$ cat config.mk
export PLATFORM = sky130hd
export DESIGN_NAME = seq_multiplier_4bit
export DESIGN_NICKNAME = d
export VERILOG_FILES = /design/src/rtl/seq_multiplier_4bit_pkg.sv /design/src/rtl/ripple_carry_adder_4bit.sv /design/src/rtl/seq_multiplier_4bit.sv
export SDC_FILE = /design/constraint.sdc
export NUM_CORES = 1
export LEC_CHECK = 0
export CAP_MARGIN = 10
export CORE_MARGIN = 2
export CORE_UTILIZATION = 32
export DETAILED_ROUTE_END_ITERATION = 12
export PLACE_DENSITY = 0.67
export SETUP_SLACK_MARGIN = 0.05
export SYNTH_ARGS = -nofsm -noshare
export SYNTH_HDL_FRONTEND = slang
export SYNTH_SLANG_ARGS = --single-unit
$ cat constraint.sdc
create_clock -name clk -period 2.2 [get_ports clk]
set_input_delay 0.44 -clock clk [delete_from_list [all_inputs] [get_ports clk]]
set_output_delay 0.44 -clock clk [all_outputs]
set_load 0.01 [all_outputs]
$ cat src/rtl/seq_multiplier_4bit_pkg.sv
// Shared definitions for the 4-bit shift-and-add multiplier:
// FSM state encoding and iteration count.
package seq_multiplier_4bit_pkg;

    typedef enum logic [1:0] {
        StIdle = 2'd0,
        StCalc = 2'd1,
        StDone = 2'd2
    } state_e;

    localparam int unsigned ITERATIONS = 4;

endpackage

$ cat src/rtl/ripple_carry_adder_4bit.sv
// 4-bit ripple-carry adder built from a chain of full-adder bit slices.
module ripple_carry_adder_4bit (
    input  logic [3:0] A,
    input  logic [3:0] B,
    input  logic       Cin,
    output logic [3:0] Sum,
    output logic       Cout
);

    logic [4:0] carry;

    always_comb begin
        carry    = '0;
        Sum      = '0;
        carry[0] = Cin;
        for (int i = 0; i < 4; i++) begin
            Sum[i]     = A[i] ^ B[i] ^ carry[i];
            carry[i+1] = (A[i] & B[i]) | (carry[i] & (A[i] ^ B[i]));
        end
        Cout = carry[4];
    end

endmodule

$ cat src/rtl/seq_multiplier_4bit.sv
// Sequential 4x4 unsigned multiplier: one shift-and-add step per CALC cycle,
// product registered on entry to DONE and held until the next completion.
module seq_multiplier_4bit
    import seq_multiplier_4bit_pkg::*;
(
    input  logic       clk,
    input  logic       rst_n,
    input  logic       start,
    input  logic [3:0] A,
    input  logic [3:0] B,
    output logic       busy,
    output logic       done,
    output logic [7:0] P
);

    localparam logic [1:0] CntLast = 2'(ITERATIONS - 1);

    state_e     state_q, state_d;
    logic [3:0] mcand_q, mcand_d;
    logic [3:0] acc_hi_q, acc_hi_d;
    logic [3:0] acc_lo_q, acc_lo_d;
    logic [1:0] cnt_q, cnt_d;
    logic [7:0] p_q, p_d;

    logic [3:0] addend;
    logic [3:0] add_sum;
    logic       add_cout;
    logic [7:0] shifted;

    // Partial product is the multiplicand gated by the current multiplier LSB.
    assign addend  = mcand_q & {4{acc_lo_q[0]}};
    assign shifted = {add_cout, add_sum, acc_lo_q[3:1]};

    ripple_carry_adder_4bit u_adder (
        .A    (acc_hi_q),
        .B    (addend),
        .Cin  (1'b0),
        .Sum  (add_sum),
        .Cout (add_cout)
    );

    always_comb begin
        state_d  = state_q;
        mcand_d  = mcand_q;
        acc_hi_d = acc_hi_q;
        acc_lo_d = acc_lo_q;
        cnt_d    = cnt_q;
        p_d      = p_q;
        unique case (state_q)
            StIdle: begin
                if (start) begin
                    mcand_d  = A;
                    acc_lo_d = B;
                    acc_hi_d = '0;
                    cnt_d    = '0;
                    state_d  = StCalc;
                end
            end
            StCalc: begin
                {acc_hi_d, acc_lo_d} = shifted;
                cnt_d = cnt_q + 2'd1;
                if (cnt_q == CntLast) begin
                    p_d     = shifted;
                    state_d = StDone;
                end
            end
            StDone: begin
                state_d = StIdle;
            end
            default: begin
                state_d = StIdle;
            end
        endcase
    end

    always_ff @(posedge clk or negedge rst_n) begin
        if (!rst_n) begin
            state_q  <= StIdle;
            mcand_q  <= '0;
            acc_hi_q <= '0;
            acc_lo_q <= '0;
            cnt_q    <= '0;
            p_q      <= '0;
        end else begin
            state_q  <= state_d;
            mcand_q  <= mcand_d;
            acc_hi_q <= acc_hi_d;
            acc_lo_q <= acc_lo_d;
            cnt_q    <= cnt_d;
            p_q      <= p_d;
        end
    end

    assign busy = (state_q == StCalc);
    assign done = (state_q == StDone);
    assign P    = p_q;

endmodule

==> results of run 1 <==
[stage by stage]
step | worst slack (ns) | hold WS (ns)
finish | 0.1372 | 0.4637
global route | 0.003687 | 0.4906
CTS | 0.07596 | 0.4703
global placement | 0.08176 | 0.4725
detailed placement | 0.03821 | 0.4814
floorplan | 0.08460 | 0.1444
[cells by family after synthesis]
group	after synthesis	synth area share
AO/OA/AOI/OAI	11	0.08949
adder cells (fa/ha/maj)	5	0.07606
multiplexers	13	0.1286
buffers and inverters	14	0.05705
AND/OR/NAND/NOR	16	0.1119
flip-flops	24	0.5369
[cells in the mapped netlist]
master     number
nand2_1         1
and2_1          3
nor3b_4         1
o2bb2ai_1       2
or2b_1          1
mux2i_1         2
nor3b_1         2
inv_1          10
o21bai_4        1
a21oi_1         1
a221oi_1        2
inv_2           1
nand3b_1        1
a211oi_1        2
buf_4           3
dfrtp_1        24
nor4b_1         4
fa_1            3
nand2b_1        2
ha_1            2
nor2b_1         1
mux2_2         11
a22o_1          3
[final timing paths]
kind                                          from                       to  slack, ns  depth (start not counted)
max                         mcand_q[0]$_DFFE_PN0P_         P[6]$_DFFE_PN0P_       0.14                          7
min                                          rst_n     cnt_q[0]$_DFFE_PN0P_       0.46                          2
max reg2reg                 mcand_q[0]$_DFFE_PN0P_         P[6]$_DFFE_PN0P_       0.14                          7
min reg2reg                acc_hi_q[3]$_DFFE_PN0P_  acc_hi_q[3]$_DFFE_PN0P_       0.51                          1
max in group asynchronous                    rst_n  acc_lo_q[1]$_DFFE_PN0P_       1.50                          2
min in group clk           acc_hi_q[3]$_DFFE_PN0P_  acc_hi_q[3]$_DFFE_PN0P_       0.51                          1
[what timing repair did]
action	in CTS	in global routing
endpoints found under the setup margin	2	2
gates resized for setup	1	2
hold buffers	0	0
pin swaps	1	1
buffers inserted	1	1
[worst reg2reg max path: stages (launching register included)]
cell and delay [ns]:
dfrtp_1 0.40, and2_1 0.14, ha_2 0.17, fa_2 0.33
fa_2 0.32, inv_1 0.07, fa_1 0.43, mux2i_1 0.13
[cell usage in the layout, fill, tap and decap left out, types with 2 or more instances in the layout]
cell type,instances
a211oi_1,2
a221oi_1,2
a22o_1,3
and2_1,3
buf_4,7
clkbuf_4,3
clkdlybuf4s50_1,20
dfrtp_1,24
fa_2,2
inv_1,10
mux2_2,11
mux2i_1,2
nand2b_1,2
nor3b_1,2
nor4b_1,4
o2bb2ai_1,2
[cell type report]
cell class	count	area, um2	share of cell area
Timing Repair Buffer	27	252.7	0.1743
Inverter	11	41.29	0.02847
Sequential cell	24	600.6	0.4142
Tap cell	46	57.56	0.03969
Multi-Input combinational cell	45	461.7	0.3184
Clock buffer	4	36.28	0.02502
[power by group]
| group | internal [mW] | switching, mW | leakage, nW |
|---|---|---|---|
| clock network | 0.101 | 0.132 | 0.0210 |
| registers | 0.654 | 0.112 | 0.289 |
| logic | 0.573 | 0.442 | 0.324 |
[per-layer routing]
layer,part of all wire,GRT usage,vias to the layer above
li1,-,-,344
met1,0.46,0.1427,337
met2,0.48,0.1769,13
met3,0.036,0.02500,4
met4,0.023,0.07500,0
met5,0,0,-
[state kept, by name, indices dropped and copies added (netlist names)]
| register | count |
|---|---|
| P | 8 |
| acc_hi_q | 4 |
| acc_lo_q | 4 |
| mcand_q | 4 |
| cnt_q | 2 |
| state_q | 2 |
==> out/results.ini, run 1 <==
[routing]
ant_nets=0
drc_errors=0
drtPass1Iterations=3
vias_per_cell=4.446
drt-total-wl_um=1982
drtIter0Drc=23
wl_per_cell_um=12.62
num_vias=698

[logic_synthesis]
synthCells=83
synth-seq-cells=24
synth_nets=99
yosys-top-cells-area=dfrtp_1 (54%), mux2_2 (11%), fa_1 (5.4%)
yosys_warnings=0
yosysTopAreaCellShare=0.5369
synth_area_um2=1119
synth.lib_cells_used.distinct=23
synth-seq-area-share=0.5369
yosysTopAreaCell=dfrtp_1
synth_area_per_cell_um2=13.48

[worst_setup_path]
cp.arrival_ns=2.31
worstPathRequired_ns=2.45
cpMostUsedCell=fa_2
worstPathMaxFanout=2
max_stage_delay_ns=0.43
critPathTopFamily=adder cells
cp_cell_sequence=and2_1 > ha_2 > fa_2 > fa_2 > inv_1 > fa_1 > mux2i_1
cp-end-kind=flip-flop
path_class=flip-flop to flip-flop
critical_path_buf_inv_count=1
cpMaxStageDelayCell=fa_1
setup.worst_path.start_class=flip-flop

[sta]
finalCritPeriodShare=0.9377
maxSlewHeadroom=0.6489
rsz0062_at_grt=true
drv_slew=0
setup_viol=0
worstMarginPinSlew_ns=0.5250
fmax_mhz=484.8
period_minus_slack_ns=2.063
finalHoldViolCount=0
fin_skew_ns=0.007151
finalSetupTns_ns=0

[finish]
fin_area_um2=1450
stdcell_count=157
diodes=0
fin_util=0.4346
area_delta_synth_final_pct=29.64
nFillCells=317
nNetsFinal=128
drive_gt1_frac=0.2523

[global_routing]
first_global_vias=704
overflow=0
grt_max_degree=25
antenna_found_initial=0
grt_pass1_wl_um=3422
grtUsageTotal=0.1140

[clock_tree]
cts-buffers-inserted=3
htreeDepth=1
clkLatencyLatePin_ns=0.32
cts_tree=yes
cts.sinks=24
clockBufferDepth=2
clk_pin_slew_ns=0.13
cts_root_buf=clkbuf_4

[place]
portBuffers=20
placed_area_um2=1391
dp_cells=151
gp_congestion=0.7106
place_hpwl_um=1480

[worst_hold_path]
hold_path.class=input port to async pin

[die]
fp.dieH_um=63.13
rows=21
die_w_um=63.13
initial_core_util=0.3352
dieArea_um2=3985
pin_count=21
core_region_area_um2=3337

[run_status]
status=complete, no violations

[power_and_ir_drop]
total_power_mw=2.015
leakage_nw=0.6337
peakVddDrop_v=0.0003057
powerDensity_nw_per_um2=1389

[flow_run]
maxCapViolations=0

Note: power is estimated with default switching activity, not from simulation.
==> inputs of run 2 (changes only) <==
--- a/config.mk
+++ b/config.mk
@@ -5,6 +5,7 @@
 export SDC_FILE = /design/constraint.sdc
 export NUM_CORES = 1
 export LEC_CHECK = 0
+export ABC_AREA = 1
 export CAP_MARGIN = 10
 export CORE_MARGIN = 2
 export CORE_UTILIZATION = 32
==> run 2 against run 1 <==
Net effect:
- die area grew 0.83%
- clock skew is 0.00072 ns higher
- worst setup slack worse by 0.023 ns
- worst hold slack worse by 0.0022 ns
- synthesized area is 0.89% higher
- wire length grew 6.9%
- largest power group unchanged
==> out/results.ini, run 2 <==
[run_status]
status=complete, no violations

[worst_setup_path]
cp-end-kind=flip-flop
cpMostUsedCell=fa_2
critical_path.endpoint=acc_hi_q[2]$_DFFE_PN0P_
path_class=flip-flop to flip-flop
worstPathMaxFanout=2
worstPathRequired_ns=2.43
r2r_cells=8
reg2reg_slack_ns=0.11
setup.worst_path.start_class=flip-flop
cp_cell_sequence=nand2_1 > inv_1 > ha_1 > fa_2 > fa_2 > inv_2 > fa_1 > o21ai_1
r2r-start=acc_lo_q[0]$_DFFE_PN0P_
cpMaxStageDelayCell=fa_1
max_stage_delay_ns=0.44
rr_endpoint=acc_hi_q[2]$_DFFE_PN0P_
startpoint=acc_lo_q[0]$_DFFE_PN0P_
cp.arrival_ns=2.32

[finish]
drive_gt1_frac=0.1554
largest_register_ffs=8
nFillCells=347
diodes=0
multiInputGateArea_um2=459.2
layout_common_cells=nand2_1 (55), dfrtp_1 (23), clkdlybuf4s50_1 (20)
seq_area_um2=601.8
layout_commonest_cell=nand2_1
area_delta_synth_final_pct=27.38
nNetsFinal=165
stdcell_count=194

[logic_synthesis]
yosys-top-cells-area=dfrtp_1 (53%), nand2_1 (18%), fa_1 (5.3%)
synth-seq-cells=24
ys_async_sr_fraction=1.000
synth.lib_cells_used.distinct=16
synth_nets=140
synth_most_common_cell=nand2_1
synth_common_cells=nand2_1 (55), dfrtp_1 (24), inv_1 (9), nand3_1 (8), o21ai_0 (6)
synth_edf_count=0
synth_area_per_cell_um2=9.101
synth_area_um2=1129
synthFlopType=dfrtp_1
yosys_warnings=0
synthCells=124
yosysTopAreaCellShare=0.5322
yosysTopAreaCell=dfrtp_1
synth-seq-area-share=0.5322

[sta]
drv_slew=0
finalCritPeriodShare=0.9483
finalSetupTns_ns=0
worstMarginPinSlew_ns=0.2967
finalHoldViolCount=0
maxSlewHeadroom=0.8022
rsz0062_at_grt=true
period_minus_slack_ns=2.086
fin_skew_ns=0.007873
setup_viol=0
fmax_mhz=479.3

[routing]
num_vias=868
drtIter0Drc=49
drc_errors=0
wl_per_cell_um=10.92
vias_per_cell=4.474
drtPass1Iterations=4
ant_nets=0
drt-total-wl_um=2118

[global_routing]
grt_max_degree=25
overflow=0
grt_pass1_wl_um=3746
first_global_vias=826
grtUsageTotal=0.1180
antenna_found_initial=0

[clock_tree]
clk_pin_slew_ns=0.13
cts.sinks=24
cts_tree=yes
cts_root_buf=clkbuf_4
htreeDepth=1
cts-buffers-inserted=3
clkLatencyLatePin_ns=0.31
post_cts_buffers=0
clockBufferDepth=2

[die]
dieArea_um2=4018
pin_count=21
core_region_area_um2=3363
fp.dieH_um=63.39
die_w_um=63.39
initial_core_util=0.3356
rows=21

[place]
place_hpwl_um=1629
portBuffers=20
dp_cells=190
gp_congestion=0.7634

[flow_run]
maxCapViolations=0

[power_and_ir_drop]
peakVddDrop_v=0.0006194
leakage_nw=0.7194
powerDensity_nw_per_um2=1280

[worst_hold_path]
hold_path.class=input port to async pin

run 2: logic make-up after synthesis:
kind of cell,Yosys count,share of synthesized area
and+or+nand+nor,70,0.2616
AOI/OAI and AO/OA,11,0.06541
buffers and inverters,14,0.06541
DFF,24,0.5322
adders and majority gates,5,0.07539
run 2: where the power goes:
part	internal (mW)	switching [mW]
clock	0.184	0.126
combinational	0.340	0.429
sequential	0.619	0.143
run 2: through the flow:
step	util	instance area [um2]	power, mW	hold slack [ns]	worst slack [ns]
after detailed placement	0.4100	1379	1.539	0.4638	0.007136
final	0.4275	1438	1.841	0.4615	0.1138
after global placement	0.4100	1379	1.505	0.4580	0.09939
after floorplan	-	1129	1.259	0.1444	0.08244
after global routing	0.4275	1438	2.010	0.4708	0.02793
after CTS	0.4263	1434	1.860	0.4675	0.08204
run 2: worst min path at each step:
stage,slack (ns),endpoint
6_report,0.46,cnt_q[1]$_DFFE_PN0P_
4_1_cts,0.47,cnt_q[0]$_DFFE_PN0P_
5_1_grt,0.47,cnt_q[1]$_DFFE_PN0P_
3_3_place_gp,0.46,mcand_q[0]$_DFFE_PN0P_
3_5_place_dp,0.46,mcand_q[0]$_DFFE_PN0P_
2_1_floorplan,0.14,P[0]$_DFFE_PN0P_
run 2: layout make-up:
class                           count  area share
Timing Repair Buffer               23      0.1549
Multi-Input combinational cell     86      0.3194
Tap cell                           46     0.04003
Clock buffer                        3     0.01567
Inverter                           11     0.03046
Sequential cell                    24      0.4186
Clock inverter                      1     0.02089
run 2: timing repair:
| action | 4_1_cts | 5_1_grt |
|---|---|---|
| pin swaps | 2 | 2 |
| gates cloned | 0 | 0 |
| hold buffers | 0 | 0 |
| gates resized for setup | 3 | 2 |
| setup endpoints to repair | 1 | 3 |
run 2: worst max-delay path: cells and delay by family, from the launching register on:
family	cells	cell delay, ns
fa+ha+maj	4	1.30
flops	1	0.40
compound gates	1	0.16
buf+inv	2	0.10
simple gates	1	0.06
run 2: routing by layer:
metal	track usage	routed length [um]	vias up
met4	0.04891	19	0
li1	-	-	429
met2	0.1868	1006	30
met1	0.1580	964	407
met5	0	0	-
met3	0.02321	128	2
